### src/rtl/snoop_pkg.sv
// ---------------------------------------------------------------------------
// snoop_pkg
// Shared types and helpers for the MESI snooping controller:
//   mesi_t           per-line coherence state (I=0, S=1, E=2, M=3)
//   bus_op_t         bus transaction kind (NONE/BUSRD/BUSRDX/BUSUPGR)
//   ctrl_state_t     controller FSM states (IDLE/LOOKUP/BUS/COMPLETE)
//   snoop_res_t      snooper next state plus write-back (flush) flag
//   next_snoop_state how a non-requesting cache reacts to a bus operation
// ---------------------------------------------------------------------------
package snoop_pkg;

  typedef enum logic [1:0] {
    MESI_I = 2'd0,
    MESI_S = 2'd1,
    MESI_E = 2'd2,
    MESI_M = 2'd3
  } mesi_t;

  typedef enum logic [1:0] {
    OP_NONE    = 2'd0,
    OP_BUSRD   = 2'd1,
    OP_BUSRDX  = 2'd2,
    OP_BUSUPGR = 2'd3
  } bus_op_t;

  typedef enum logic [1:0] {
    ST_IDLE     = 2'd0,
    ST_LOOKUP   = 2'd1,
    ST_BUS      = 2'd2,
    ST_COMPLETE = 2'd3
  } ctrl_state_t;

  typedef struct packed {
    mesi_t state;
    logic  flush;
  } snoop_res_t;

  // A snooper holding the only dirty copy must write it back whenever
  // another cache reads or takes ownership of the line. An upgrade can only
  // be seen by caches holding S or I, so it never needs a flush.
  function automatic snoop_res_t next_snoop_state(input mesi_t cur, input bus_op_t op);
    snoop_res_t r;
    r.state = cur;
    r.flush = 1'b0;
    case (op)
      OP_BUSRD: begin
        if (cur != MESI_I) r.state = MESI_S;
        r.flush = (cur == MESI_M);
      end
      OP_BUSRDX: begin
        r.state = MESI_I;
        r.flush = (cur == MESI_M);
      end
      OP_BUSUPGR: begin
        r.state = MESI_I;
      end
      default: begin
      end
    endcase
    return r;
  endfunction

endpackage

### src/rtl/snoop_rr_arbiter.sv
// ---------------------------------------------------------------------------
// snoop_rr_arbiter
// Combinational round-robin arbiter: picks the first asserted request at or
// after the pointer, wrapping around.
// Ports:
//   req   [N-1:0]      request vector
//   ptr   [IDX_W-1:0]  highest-priority index this round
//   grant [N-1:0]      one-hot grant (all zero if no request)
//   idx   [IDX_W-1:0]  index of the granted request
//   any                at least one request is asserted
// ---------------------------------------------------------------------------
module snoop_rr_arbiter
  import snoop_pkg::*;
#(
  parameter int N     = 2,
  parameter int IDX_W = (N > 1) ? $clog2(N) : 1
) (
  input  logic [N-1:0]     req,
  input  logic [IDX_W-1:0] ptr,
  output logic [N-1:0]     grant,
  output logic [IDX_W-1:0] idx,
  output logic             any
);

  logic [IDX_W-1:0] cand;

  // Walk the requests in rotated order starting at ptr; the first hit wins.
  always_comb begin
    grant = '0;
    idx   = '0;
    any   = 1'b0;
    cand  = '0;
    for (int k = 0; k < N; k++) begin
      cand = IDX_W'((int'(ptr) + k) % N);
      if (!any && req[cand]) begin
        any         = 1'b1;
        grant[cand] = 1'b1;
        idx         = cand;
      end
    end
  end

endmodule

### src/rtl/snoop_mesi_ctrl.sv
// ---------------------------------------------------------------------------
// snoop_mesi_ctrl
// MESI coherence controller for N_CACHES private caches of LINES lines each.
// Processor requests are serialised by a round-robin arbiter; one bus
// transaction is broadcast at a time and every other cache snoops it in the
// same cycle.
// Ports:
//   clk, rst_n       clock (rising edge), asynchronous active-low reset
//   req_valid/write  per-cache request and direction (1 = write)
//   req_addr         per-cache line index, cache i at [i*ADDR_W +: ADDR_W]
//   req_ready        one-hot accept pulse
//   done             one-hot completion pulse
//   bus_valid/op/src/addr/flush  the broadcast bus transaction
//   dbg_cache/addr   combinational state query -> dbg_state
//   stat_bus_cnt/stat_flush_cnt  saturating activity counters
// Optional feature macro: SNOOP_STATS_EN (counters present only if defined;
// otherwise both stat ports are tied to zero).
// ---------------------------------------------------------------------------
module snoop_mesi_ctrl
  import snoop_pkg::*;
#(
  parameter  int N_CACHES = 2,
  parameter  int LINES    = 4,
  localparam int ADDR_W   = $clog2(LINES),
  localparam int SRC_W    = (N_CACHES > 1) ? $clog2(N_CACHES) : 1
) (
  input  logic                       clk,
  input  logic                       rst_n,
  input  logic [N_CACHES-1:0]        req_valid,
  input  logic [N_CACHES-1:0]        req_write,
  input  logic [N_CACHES*ADDR_W-1:0] req_addr,
  output logic [N_CACHES-1:0]        req_ready,
  output logic [N_CACHES-1:0]        done,
  output logic                       bus_valid,
  output logic [1:0]                 bus_op,
  output logic [SRC_W-1:0]           bus_src,
  output logic [ADDR_W-1:0]          bus_addr,
  output logic                       bus_flush,
  input  logic [SRC_W-1:0]           dbg_cache,
  input  logic [ADDR_W-1:0]          dbg_addr,
  output logic [1:0]                 dbg_state,
  output logic [15:0]                stat_bus_cnt,
  output logic [15:0]                stat_flush_cnt
);

  ctrl_state_t      state_q;
  mesi_t            line_st [N_CACHES][LINES];
  logic [SRC_W-1:0] rr_ptr;
  logic [SRC_W-1:0] lat_src;
  logic             lat_write;
  logic [ADDR_W-1:0] lat_addr;
  logic             lat_shared;
  bus_op_t          bus_op_q;

  logic [N_CACHES-1:0] arb_grant;
  logic [SRC_W-1:0]    arb_idx;
  logic                arb_any;

  mesi_t      req_st;
  bus_op_t    lk_op;
  bus_op_t    op_sel;
  logic       lk_flush;
  logic       lk_shared;
  snoop_res_t sr;
  mesi_t      snp_next [N_CACHES];

  snoop_rr_arbiter #(
    .N     (N_CACHES),
    .IDX_W (SRC_W)
  ) u_arb (
    .req   (req_valid),
    .ptr   (rr_ptr),
    .grant (arb_grant),
    .idx   (arb_idx),
    .any   (arb_any)
  );

  // Classify the latched request and work out what the snoopers would do.
  // During LOOKUP the candidate operation decides flush/shared; during BUS
  // the registered operation drives the snooper next states that get
  // committed at the end of that cycle.
  always_comb begin
    req_st = line_st[lat_src][lat_addr];
    lk_op  = OP_NONE;
    if (req_st == MESI_I)
      lk_op = lat_write ? OP_BUSRDX : OP_BUSRD;
    else if (lat_write && (req_st == MESI_S))
      lk_op = OP_BUSUPGR;
    op_sel    = (state_q == ST_BUS) ? bus_op_q : lk_op;
    lk_flush  = 1'b0;
    lk_shared = 1'b0;
    sr        = '0;
    for (int j = 0; j < N_CACHES; j++) begin
      sr                   = next_snoop_state(line_st[SRC_W'(j)][lat_addr], op_sel);
      snp_next[SRC_W'(j)]  = sr.state;
      if (SRC_W'(j) != lat_src) begin
        lk_flush  = lk_flush | sr.flush;
        lk_shared = lk_shared | (line_st[SRC_W'(j)][lat_addr] != MESI_I);
      end
    end
  end

  // Main controller: one request at a time through IDLE -> LOOKUP ->
  // (BUS) -> COMPLETE. All handshake and bus outputs are registered pulses
  // that default to zero every cycle.
  always_ff @(posedge clk or negedge rst_n) begin
    if (!rst_n) begin
      state_q    <= ST_IDLE;
      rr_ptr     <= '0;
      lat_src    <= '0;
      lat_write  <= 1'b0;
      lat_addr   <= '0;
      lat_shared <= 1'b0;
      req_ready  <= '0;
      done       <= '0;
      bus_valid  <= 1'b0;
      bus_op_q   <= OP_NONE;
      bus_src    <= '0;
      bus_addr   <= '0;
      bus_flush  <= 1'b0;
      for (int i = 0; i < N_CACHES; i++)
        for (int l = 0; l < LINES; l++)
          line_st[SRC_W'(i)][ADDR_W'(l)] <= MESI_I;
    end else begin
      req_ready <= '0;
      done      <= '0;
      bus_valid <= 1'b0;
      bus_op_q  <= OP_NONE;
      bus_src   <= '0;
      bus_addr  <= '0;
      bus_flush <= 1'b0;
      case (state_q)
        ST_IDLE: begin
          if (arb_any) begin
            req_ready <= arb_grant;
            lat_src   <= arb_idx;
            lat_write <= req_write[arb_idx];
            lat_addr  <= req_addr[int'(arb_idx)*ADDR_W +: ADDR_W];
            state_q   <= ST_LOOKUP;
          end
        end
        ST_LOOKUP: begin
          if (lk_op == OP_NONE) begin
            state_q <= ST_COMPLETE;
          end else begin
            bus_valid  <= 1'b1;
            bus_op_q   <= lk_op;
            bus_src    <= lat_src;
            bus_addr   <= lat_addr;
            bus_flush  <= lk_flush;
            lat_shared <= lk_shared;
            state_q    <= ST_BUS;
          end
        end
        ST_BUS: begin
          for (int j = 0; j < N_CACHES; j++)
            if (SRC_W'(j) != lat_src)
              line_st[SRC_W'(j)][lat_addr] <= snp_next[SRC_W'(j)];
          // A read miss only gets exclusive ownership if nobody else has it.
          case (bus_op_q)
            OP_BUSRD:   line_st[lat_src][lat_addr] <= lat_shared ? MESI_S : MESI_E;
            OP_BUSRDX,
            OP_BUSUPGR: line_st[lat_src][lat_addr] <= MESI_M;
            default: begin
            end
          endcase
          state_q <= ST_COMPLETE;
        end
        ST_COMPLETE: begin
          // Write hits silently promote E to M; M stays M.
          if (lat_write)
            line_st[lat_src][lat_addr] <= MESI_M;
          done[lat_src] <= 1'b1;
          rr_ptr        <= (lat_src == SRC_W'(N_CACHES - 1)) ? '0 : lat_src + SRC_W'(1);
          state_q       <= ST_IDLE;
        end
        default: state_q <= ST_IDLE;
      endcase
    end
  end

  assign bus_op    = bus_op_q;
  assign dbg_state = (int'(dbg_cache) < N_CACHES) ? line_st[dbg_cache][dbg_addr] : MESI_I;

`ifdef SNOOP_STATS_EN
  logic [15:0] bus_cnt_q;
  logic [15:0] flush_cnt_q;

  // Saturating counters of bus transactions and write-backs.
  always_ff @(posedge clk or negedge rst_n) begin
    if (!rst_n) begin
      bus_cnt_q   <= '0;
      flush_cnt_q <= '0;
    end else begin
      if (bus_valid && (bus_cnt_q != 16'hFFFF))
        bus_cnt_q <= bus_cnt_q + 16'd1;
      if (bus_flush && (flush_cnt_q != 16'hFFFF))
        flush_cnt_q <= flush_cnt_q + 16'd1;
    end
  end

  assign stat_bus_cnt   = bus_cnt_q;
  assign stat_flush_cnt = flush_cnt_q;
`else
  assign stat_bus_cnt   = '0;
  assign stat_flush_cnt = '0;
`endif

endmodule

### config.mk
export PLATFORM = sky130hd
export DESIGN_NAME = snoop_mesi_ctrl
export DESIGN_NICKNAME = d
export VERILOG_FILES = /design/src/rtl/snoop_pkg.sv /design/src/rtl/snoop_rr_arbiter.sv /design/src/rtl/snoop_mesi_ctrl.sv
export SDC_FILE = /design/constraint.sdc
export NUM_CORES = 1
export LEC_CHECK = 0
export ABC_AREA = 1
export CORE_ASPECT_RATIO = 0.6
export CORE_UTILIZATION = 45
export DETAILED_ROUTE_END_ITERATION = 16
export HOLD_SLACK_MARGIN = 0.1
export PLACE_DENSITY_LB_ADDON = 0.15
export SLEW_MARGIN = 10
export SYNTH_ARGS = -nofsm -noshare
export SYNTH_HDL_FRONTEND = slang
export SYNTH_HIERARCHICAL = 1
export SYNTH_SLANG_ARGS = --single-unit
### constraint.sdc
create_clock -name clk -period 7.6 [get_ports clk]
set_clock_uncertainty 0.1 [all_clocks]
set_input_delay 1.14 -clock clk [delete_from_list [all_inputs] [get_ports clk]]
set_output_delay 1.14 -clock clk [all_outputs]
set_load 0.005 [all_outputs]
==> flow_summary.json, run 1 <==
{
  "crit_chain": "clkdlybuf4s50_1, clkinv_1, o21ai_0, a21oi_1, a31oi_1, clkdlybuf4s50_1",
  "numCtsBuffers": 5,
  "crit_path_frequent_cell": "clkdlybuf4s50_1",
  "synth-edff-count": 12,
  "worstPathRequired_ns": 6.36,
  "slowest_delay_ns": 0.58,
  "cts.sinks": 35,
  "hold_viol": 0,
  "r2r_setup_slack_ns": 4.54,
  "drive_gt1_share_pct": 8.488,
  "worstHoldStart": "line_st[13]",
  "antenna_cells": 0,
  "cp_top_family": "buffers and inverters",
  "antenna_found_initial": 0,
  "post_cts_buffers": 0,
  "async_flop_share_pct": 65.71,
  "nNetsFinal": 395,
  "cts_tree": "yes",
  "clk-insertion-delay-late_ns": 0.30,
  "tns_ns": 0,
  "dieArea_um2": 6059,
  "drtIter0Drc": 203,
  "grtUsageTotal_pct": 22.69,
  "clock.fmax_mhz": 237.6,
  "critical_path.slowest_cell": "clkdlybuf4s50_1",
  "die_w_um": 99.83,
  "run_status": "completed",
  "placedCellCount": 446,
  "post-route-drc-count": 0,
  "r2r-end": "line_st[8]",
  "cts_root_buf": "clkbuf_8",
  "critPathMaxFanout": 10,
  "slew_headroom_pct": 41.68,
  "grt_pass1_wl_um": 10110,
  "final-seq-area_um2": 935.9,
  "ys_ff_latch": 35,
  "synth_adder_area_share_pct": 2.906,
  "fill_cells": 519,
  "antenna_left": 0,
  "grt_pass1_vias": 1959,
  "power_leakage_nw": 1.406,
  "drv_slew": 0,
  "drtPass1Iterations": 4,
  "crit_type": "in -> out",
  "synth_compound_gate_area_share_pct": 19.56,
  "drt_wl_total_um": 6448,
  "synthMuxAreaShare_pct": 0,
  "grt_max_degree": 25,
  "areaGrowthSynthToFinish_pct": 11.04,
  "fin_crit_sh_pct": 55.39,
  "dr_total_vias": 2277,
  "multi_input_area_um2": 1287,
  "ys_seq_area_share_pct": 36.22,
  "synthSimpleGateAreaFrac_pct": 22.71,
  "start_util_pct": 48.93,
  "htree_levels": 2,
  "vdd_drop_max_uv": 222.2,
  "core_um2": 5280,
  "rsz0062_at_grt": "false",
  "synth_top_family_by_area": "simple AND/OR/NAND/NOR gates",
  "clkTransAtPathRegs_ns": 0.08,
  "hold_class": "reg -> reg",
  "final_common_cell": "nand2_1",
  "endpoint_kind": "output port",
  "wl_per_cell_um": 14.20,
  "globalplace.congestion": 0.8929,
  "synth_ff_type": "dfrtp_1",
  "critPathBufInv": 3,
  "final_cell_count_no_fill": 454,
  "ff2ff_path_depth": 14,
  "grt.overflow.total": 0,
  "min_path_cells": 2,
  "hold_end": "line_st[13]",
  "yosysWarningCount": 6,
  "portBuffers": 25,
  "postCtsResizedCells": 0,
  "cp-start-kind": "input pin",
  "synthesis.area_um2": 2584,
  "syn-instance-count": 349,
  "die_height_um": 60.70,
  "fin_crit_ns": 4.209,
  "hpwl_um": 5026,
  "r2r_start": "lat_src",
  "synth_xor_area_share_pct": 0,
  "most-common-layout-cells": "80 x nand2_1, 44 x inv_1, 32 x conb_1, 30 x o21ai_0, 29 x nor2_1",
  "crit_arrival_ns": 2.97,
  "hold_buffers": 0,
  "worst_slew_pin_slew_ns": 0.8689,
  "synthDistinctLibCells": 39,
  "setup_violations": 0,
  "syn_avg_cell_area_um2": 7.403,
  "power_density_nw_per_um2": 435.1,
  "row_count": 20,
  "max_cap_viol_count": 0,
  "cts_buffer_depth": 2,
  "io_pins": 58,
  "vias_per_cell": 5.015
}
[where the power goes]
| part | total (mW) | switching (mW) | internal (mW) |
|---|---|---|---|
| logic | 0.723 | 0.469 | 0.254 |
| registers | 0.382 | 0.0941 | 0.288 |
| clock network | 0.143 | 0.0787 | 0.0644 |
| total | 1.25 | 0.642 | 0.606 |
[cells in the mapped netlist (all sizes together) (5+ instances only)]
library cell | number | area share (%)
a21oi | 20 | 4.3
a22oi | 6 | 1.7
a31oi | 5 | 1.2
buf | 34 | 10
dfrtp | 23 | 22
edfxtp | 12 | 14
ha | 6 | 2.9
inv | 50 | 7.4
nand2 | 86 | 13
nand3 | 8 | 2.7
nor2 | 32 | 4.9
o21ai | 36 | 7.0
o22ai | 8 | 2.5
[state kept, by name (all words and copies together) (netlist names)]
signal and cells:
lat_addr 2, lat_shared 1, bus_src 1, state_q 2, lat_write 1, req_ready 2
bus_flush 1, bus_op 2, done 2, rr_ptr 1, lat_src 1, bus_valid 1
line_st 16, bus_addr 2
[metrics by stage]
step                hold WS (ns)  utilization (%)  area (um2)  worst slack, ns  power (mW)
floorplan                 0.3707                -        2700            4.626      0.8934
global placement          0.4035            52.70        2783            3.430       1.083
detailed placement        0.4128            52.70        2783            3.396       1.088
CTS                       0.4331            54.34        2869            3.378       1.232
global route              0.4564            54.34        2869            3.204       1.349
finish                    0.4314            54.34        2869            3.391       1.248
[per-layer routing]
metal | routed length [um] | track usage (%) | vias up
met5 | 0 | 0 | -
met4 | 42 | 4.832 | 0
li1 | - | - | 1126
met2 | 2362 | 29.85 | 109
met1 | 3431 | 36.61 | 1035
met3 | 611 | 5.300 | 7
[final cells by class]
class	count	area share [%]
repair buffers	27	9.246
inverters	52	6.891
clock buffers	5	2.399
well taps	77	3.358
multi-input cells	255	44.88
flip-flops and latches	35	32.62
clock inverters	3	0.6106
[logic make-up (layout without fill, tap and decap cells)]
logic type,Yosys count,after routing
simple gates,133,133
flops,35,35
fa+ha+maj,6,6
compound gates,84,84
other cells,1,32
buf+inv,90,87
[worst max path at each step]
stage / slack (ns) / depth (start not counted) / end / start
3_3_place_gp: 3.43 / 6 / dbg_state[1] / dbg_cache
4_1_cts: 3.38 / 6 / dbg_state[1] / dbg_cache
6_report: 3.39 / 6 / dbg_state[1] / dbg_cache
5_1_grt: 3.20 / 6 / dbg_state[1] / dbg_cache
3_5_place_dp: 3.40 / 6 / dbg_state[1] / dbg_cache
2_1_floorplan: 4.63 / 5 / dbg_state[0] / dbg_cache
[worst min-delay path, delay by kind of cell, from the launching register on]
| family | cells | cell delay [ns] |
|---|---|---|
| AND/OR/NAND/NOR | 2 | 0.11 |
| flip-flops | 1 | 0.39 |
Power figures use the tool's default switching activity.
==> run 2: changes to the inputs <==
==> constraint.sdc (replaced) <==
create_clock -name clk -period 3.65 [get_ports clk]
set_clock_uncertainty 0.1 [all_clocks]
set_input_delay 0.5475 -clock clk [delete_from_list [all_inputs] [get_ports clk]]
set_output_delay 0.5475 -clock clk [all_outputs]
set_load 0.005 [all_outputs]
==> run 2 against run 1 <==
Register-to-register slack got worse by 3.8 ns. First-iteration DRC count decreased by 9.4%. Global-route usage grew 0.062 points. Final area up 0.17%. Worst setup slack worse by 2.8 ns. Non-clock buffer count unchanged. Sequential cell count did not move. Critical path type unchanged.
==> flow_summary.json, run 2 (synthesis gave the netlist of run 1 again) <==
{
  "r2r_start": "lat_src",
  "r2r_setup_slack_ns": 0.74,
  "wl_per_cell_um": 14.17,
  "vias_per_cell": 5.090,
  "drt_wl_total_um": 6432,
  "globalplace.congestion": 0.9334,
  "grt_pass1_vias": 1988,
  "clk-insertion-delay-late_ns": 0.30,
  "grtUsageTotal_pct": 22.75,
  "fin_hold_ws_ns": 0.4208,
  "top_register": "line_st",
  "grt_max_degree": 25,
  "fin_crit_ns": 3.030,
  "clock.fmax_mhz": 330.0,
  "run_status": "completed",
  "crit_arrival_ns": 2.38,
  "fill_cells": 512,
  "clkTransAtPathRegs_ns": 0.08,
  "worstPathRequired_ns": 3.00,
  "ff2ff_path_depth": 17,
  "rsz0062_at_grt": "false",
  "power_density_nw_per_um2": 902.1,
  "io_pins": 58,
  "startpoint": "dbg_cache",
  "drv_slew": 0,
  "htree_levels": 2,
  "post_cts_buffers": 0,
  "drtPass1Iterations": 5,
  "worst_slew_pin_slew_ns": 0.8227,
  "nNetsFinal": 395,
  "final_common_cell": "nand2_1",
  "numCtsBuffers": 5,
  "max_cap_viol_count": 0,
  "wl_met3_um": 790,
  "endpoint": "dbg_state[0]",
  "portBuffers": 25,
  "die_w_um": 99.83,
  "power_leakage_nw": 1.402,
  "hold_viol": 0,
  "tns_ns": 0,
  "r2r-end": "line_st[14]",
  "postCtsResizedCells": 0,
  "wl_met2_um": 2283,
  "antenna_left": 0,
  "most-common-layout-cells": "80 x nand2_1, 44 x inv_1, 32 x conb_1, 30 x o21ai_0, 29 x nor2_1",
  "cp-start-kind": "input pin",
  "setup_violations": 0,
  "hold_buffers": 0,
  "cts_tree": "yes",
  "worstHoldStart": "line_st[13]",
  "vdd_drop_max_uv": 450.2,
  "largest_reg_flops": 16,
  "crit_type": "in -> out",
  "cts_root_buf": "clkbuf_8",
  "highest_layer": "met4",
  "antenna_found_initial": 0,
  "wirelength_met1_um": 3303,
  "antenna_cells": 0,
  "dr_total_vias": 2311,
  "core_um2": 5280,
  "start_util_pct": 48.93,
  "dieArea_um2": 6059,
  "row_count": 20,
  "cts.sinks": 35,
  "grt.overflow.total": 0,
  "hold_class": "reg -> reg",
  "drive_gt1_share_pct": 8.488,
  "grt_pass1_wl_um": 10140,
  "areaGrowthSynthToFinish_pct": 11.24,
  "cts_buffer_depth": 2,
  "endpoint_kind": "output port",
  "critPathMaxFanout": 10,
  "fin_crit_sh_pct": 83.02,
  "hpwl_um": 5080,
  "slew_headroom_pct": 44.79,
  "post-route-drc-count": 0,
  "die_height_um": 60.70,
  "fin_util_pct": 54.43,
  "drtIter0Drc": 184
}
[run 2: changes by cell type in the layout (fill, tap and decap cells not counted)]
| cell | delta |
|---|---|
| clkinv_2 | -1 |
| clkinvlp_4 | +1 |
| inv_4 | -1 |
| inv_6 | +1 |
[run 2: where the power goes]
part,leakage [nW],internal (mW),switching [mW]
clock,0.0451,0.137,0.161
sequential,0.408,0.599,0.198
combinational,0.950,0.529,0.969
total,1.40,1.26,1.33
[run 2: worst min path at each step]
| stage | end | cells after the start | slack (ns) |
|---|---|---|---|
| global placement | line_st[13] | 2 | 0.41 |
| global route | line_st[13] | 2 | 0.47 |
| detailed placement | line_st[13] | 2 | 0.40 |
| floorplan | bus_addr[0] | 0 | 0.15 |
| finish | line_st[13] | 2 | 0.42 |
| CTS | line_st[13] | 2 | 0.42 |
[run 2: final cells by class]
cell class	instances	area (um2)	share of cell area (%)
tap	77	96.34	3.352
clock buffer	5	68.82	2.394
multi-input combinational	255	1287	44.80
inverter	52	197.7	6.879
clock inverter	3	22.52	0.7836
sequential	35	935.9	32.56
timing repair buffer	27	265.3	9.229
[run 2: through the flow]
step / instance area (um2) / cells / power, mW / setup WS (ns)
6_report: 2874 / 454 / 2.593 / 0.6198
3_3_place_gp: 2783 / 446 / 2.248 / 0.6553
5_1_grt: 2874 / 454 / 2.807 / 0.4571
4_1_cts: 2874 / 454 / 2.566 / 0.6318
2_1_floorplan: 2700 / 380 / 1.860 / 1.263
3_5_place_dp: 2783 / 446 / 2.260 / 0.6453
[run 2: per-layer routing]
metal	vias to the layer above	track usage [%]
met5	-	0
met4	0	6.303
met3	8	7.834
met2	125	29.85
met1	1043	34.63
li1	1135	-
[run 2: worst max-delay path, cell delays in order]
cell             delay, ns
clkdlybuf4s50_1       0.59
clkinv_1              0.25
o21ai_0               0.22
a221oi_1              0.10
a31oi_1               0.15
clkdlybuf4s50_1       0.52
==> run 3: changes to the inputs <==
==> constraint.sdc (replaced) <==
create_clock -name clk -period 3.15 [get_ports clk]
set_clock_uncertainty 0.1 [all_clocks]
set_input_delay 0.4725 -clock clk [delete_from_list [all_inputs] [get_ports clk]]
set_output_delay 0.4725 -clock clk [all_outputs]
set_load 0.005 [all_outputs]
==> run 3 against run 2 <==
Final area grew 1.4%. Critical path depth is the same. Sequential cell count is the same. Sequential share of layout area shrank 0.45 points. Critical endpoint unchanged. Largest power group unchanged. First-iteration DRC count increased by 33%. Global-route usage down 0.25 points. Combinational power rose by 19%.
==> flow_summary.json, run 3 (synthesis gave the netlist of run 1 again) <==
{
  "nNetsFinal": 397,
  "antenna_cells": 0,
  "portBuffers": 25,
  "grtUsageTotal_pct": 22.51,
  "worst_slew_pin_slew_ns": 0.8006,
  "core_um2": 5280,
  "seq_power_share_pct": 29.0,
  "antenna_left": 0,
  "grt_pass1_wl_um": 10150,
  "vias_per_cell": 5.079,
  "slowest_delay_ns": 0.58,
  "globalplace.congestion": 0.9223,
  "p_comb_share_pct": 57.7,
  "fin_hold_ws_ns": 0.4293,
  "crit_path_frequent_cell": "clkdlybuf4s50_1",
  "drtIter0Drc": 245,
  "wl_per_cell_um": 14.12,
  "dr_total_vias": 2316,
  "drive_gt1_share_pct": 8.971,
  "grt_pass1_vias": 1978,
  "power_leakage_nw": 1.427,
  "die_height_um": 60.70,
  "drt_wl_total_um": 6439,
  "cp-start-kind": "input pin",
  "drtPass1Iterations": 5,
  "p_switching_mw": 1.537,
  "clk-insertion-delay-late_ns": 0.29,
  "fin_crit_sh_pct": 91.49,
  "fin_crit_ns": 2.882,
  "clock.fmax_mhz": 347.0,
  "postCtsResizedCells": 0,
  "rsz0062_at_grt": "false",
  "max_cap_viol_count": 0,
  "drv_slew": 0,
  "finalPower_mw": 3.087,
  "multi_input_area_um2": 1287,
  "die_w_um": 99.83,
  "cts.sinks": 35,
  "hold_viol": 0,
  "tns_ns": 0,
  "cts_buffer_depth": 2,
  "p_int_mw": 1.550,
  "io_pins": 58,
  "crit_type": "in -> out",
  "start_util_pct": 48.93,
  "clkTransAtPathRegs_ns": 0.08,
  "grt_max_degree": 24,
  "grt.overflow.total": 0,
  "setup_violations": 0,
  "areaGrowthSynthToFinish_pct": 12.78,
  "final_common_cell": "nand2_1",
  "largest_reg_flops": 16,
  "hold_class": "reg -> reg",
  "crit_chain": "clkdlybuf4s50_1, clkinv_1, o21ai_0, a221oi_1, a31oi_1, clkdlybuf4s50_1",
  "hpwl_um": 5088,
  "critical_path.slowest_cell": "clkdlybuf4s50_1",
  "power_density_nw_per_um2": 1059,
  "most-common-layout-cells": "80 x nand2_1, 44 x inv_1, 32 x conb_1, 30 x o21ai_0, 29 x nor2_1",
  "fill_cells": 525,
  "numCtsBuffers": 5,
  "hold_buffers": 0,
  "final-seq-area_um2": 935.9,
  "critPathMaxFanout": 10,
  "htree_levels": 2,
  "top_register": "line_st",
  "cts_root_buf": "clkbuf_8",
  "dieArea_um2": 6059,
  "p_clk_share_pct": 13.2,
  "worstPathRequired_ns": 2.58,
  "endpoint_kind": "output port",
  "crit_arrival_ns": 2.31,
  "row_count": 20,
  "sw_frac_of_total_pct": 49.80,
  "slew_headroom_pct": 46.27,
  "post-route-drc-count": 0,
  "vdd_drop_max_uv": 469.1,
  "antenna_found_initial": 0,
  "cts_tree": "yes",
  "post_cts_buffers": 0,
  "run_status": "completed"
}
[run 3: cell types whose count changed in the layout (fill, tap and decap cells not counted)]
cell,previous run,this run
buf_4,2,4
inv_4,2,1
clkinvlp_4,1,0
clkbuf_8,5,6
clkbuf_16,0,1
[run 3: through the flow]
stage	util (%)	worst slack [ns]	area, um2	std cells
6_report	55.19	0.2681	2914	456
5_1_grt	55.19	0.1031	2914	456
4_1_cts	55.19	0.2608	2914	456
3_5_place_dp	52.99	0.2603	2798	448
3_3_place_gp	52.99	0.3444	2798	448
2_1_floorplan	-	0.7635	2700	380
[run 3: layer usage]
layer  share of wire (%)  up-vias  GRT usage, %
met5                0.78        -         6.154
met4                0.57        2         2.521
met3                  10        9         7.143
met2                  37      111         29.46
met1                  51     1064         35.48
li1                    -     1130             -
[run 3: power groups by stage]
stage | clock network [mW] | logic [mW] | registers, mW
2_1_floorplan | 0 | 1.34 | 0.816
3_3_place_gp | 0 | 1.71 | 0.896
3_5_place_dp | 0 | 1.74 | 0.897
4_1_cts | 0.415 | 1.75 | 0.888
5_1_grt | 0.436 | 1.97 | 0.916
6_report | 0.409 | 1.78 | 0.897
[run 3: area by class of cell]
class | instances | area share (%)
well taps | 77 | 3.306
flip-flops and latches | 35 | 32.12
inverters | 52 | 6.784
multi-input cells | 255 | 44.18
clock inverters | 1 | 0.3006
repair buffers | 29 | 9.618
clock buffers | 7 | 3.693
[run 3: path summary, 6_finish.rpt]
| kind | from | endpoint | slack (ns) | cells after the start |
|---|---|---|---|---|
| max | dbg_cache | dbg_state[0] | 0.27 | 6 |
| min | line_st[13] | line_st[13] | 0.43 | 2 |
| max reg2reg | lat_addr[0] | line_st[8] | 0.45 | 13 |
| min reg2reg | line_st[13] | line_st[13] | 0.43 | 2 |
| max in group asynchronous | rst_n | lat_src | 2.26 | 2 |
| min in group asynchronous | rst_n | state_q[0] | 0.46 | 2 |
[run 3: worst max-delay path, delay by kind of cell]
family	cells	cell delay, ns
buffers and inverters	3	1.34
AO/OA/AOI/OAI	3	0.49
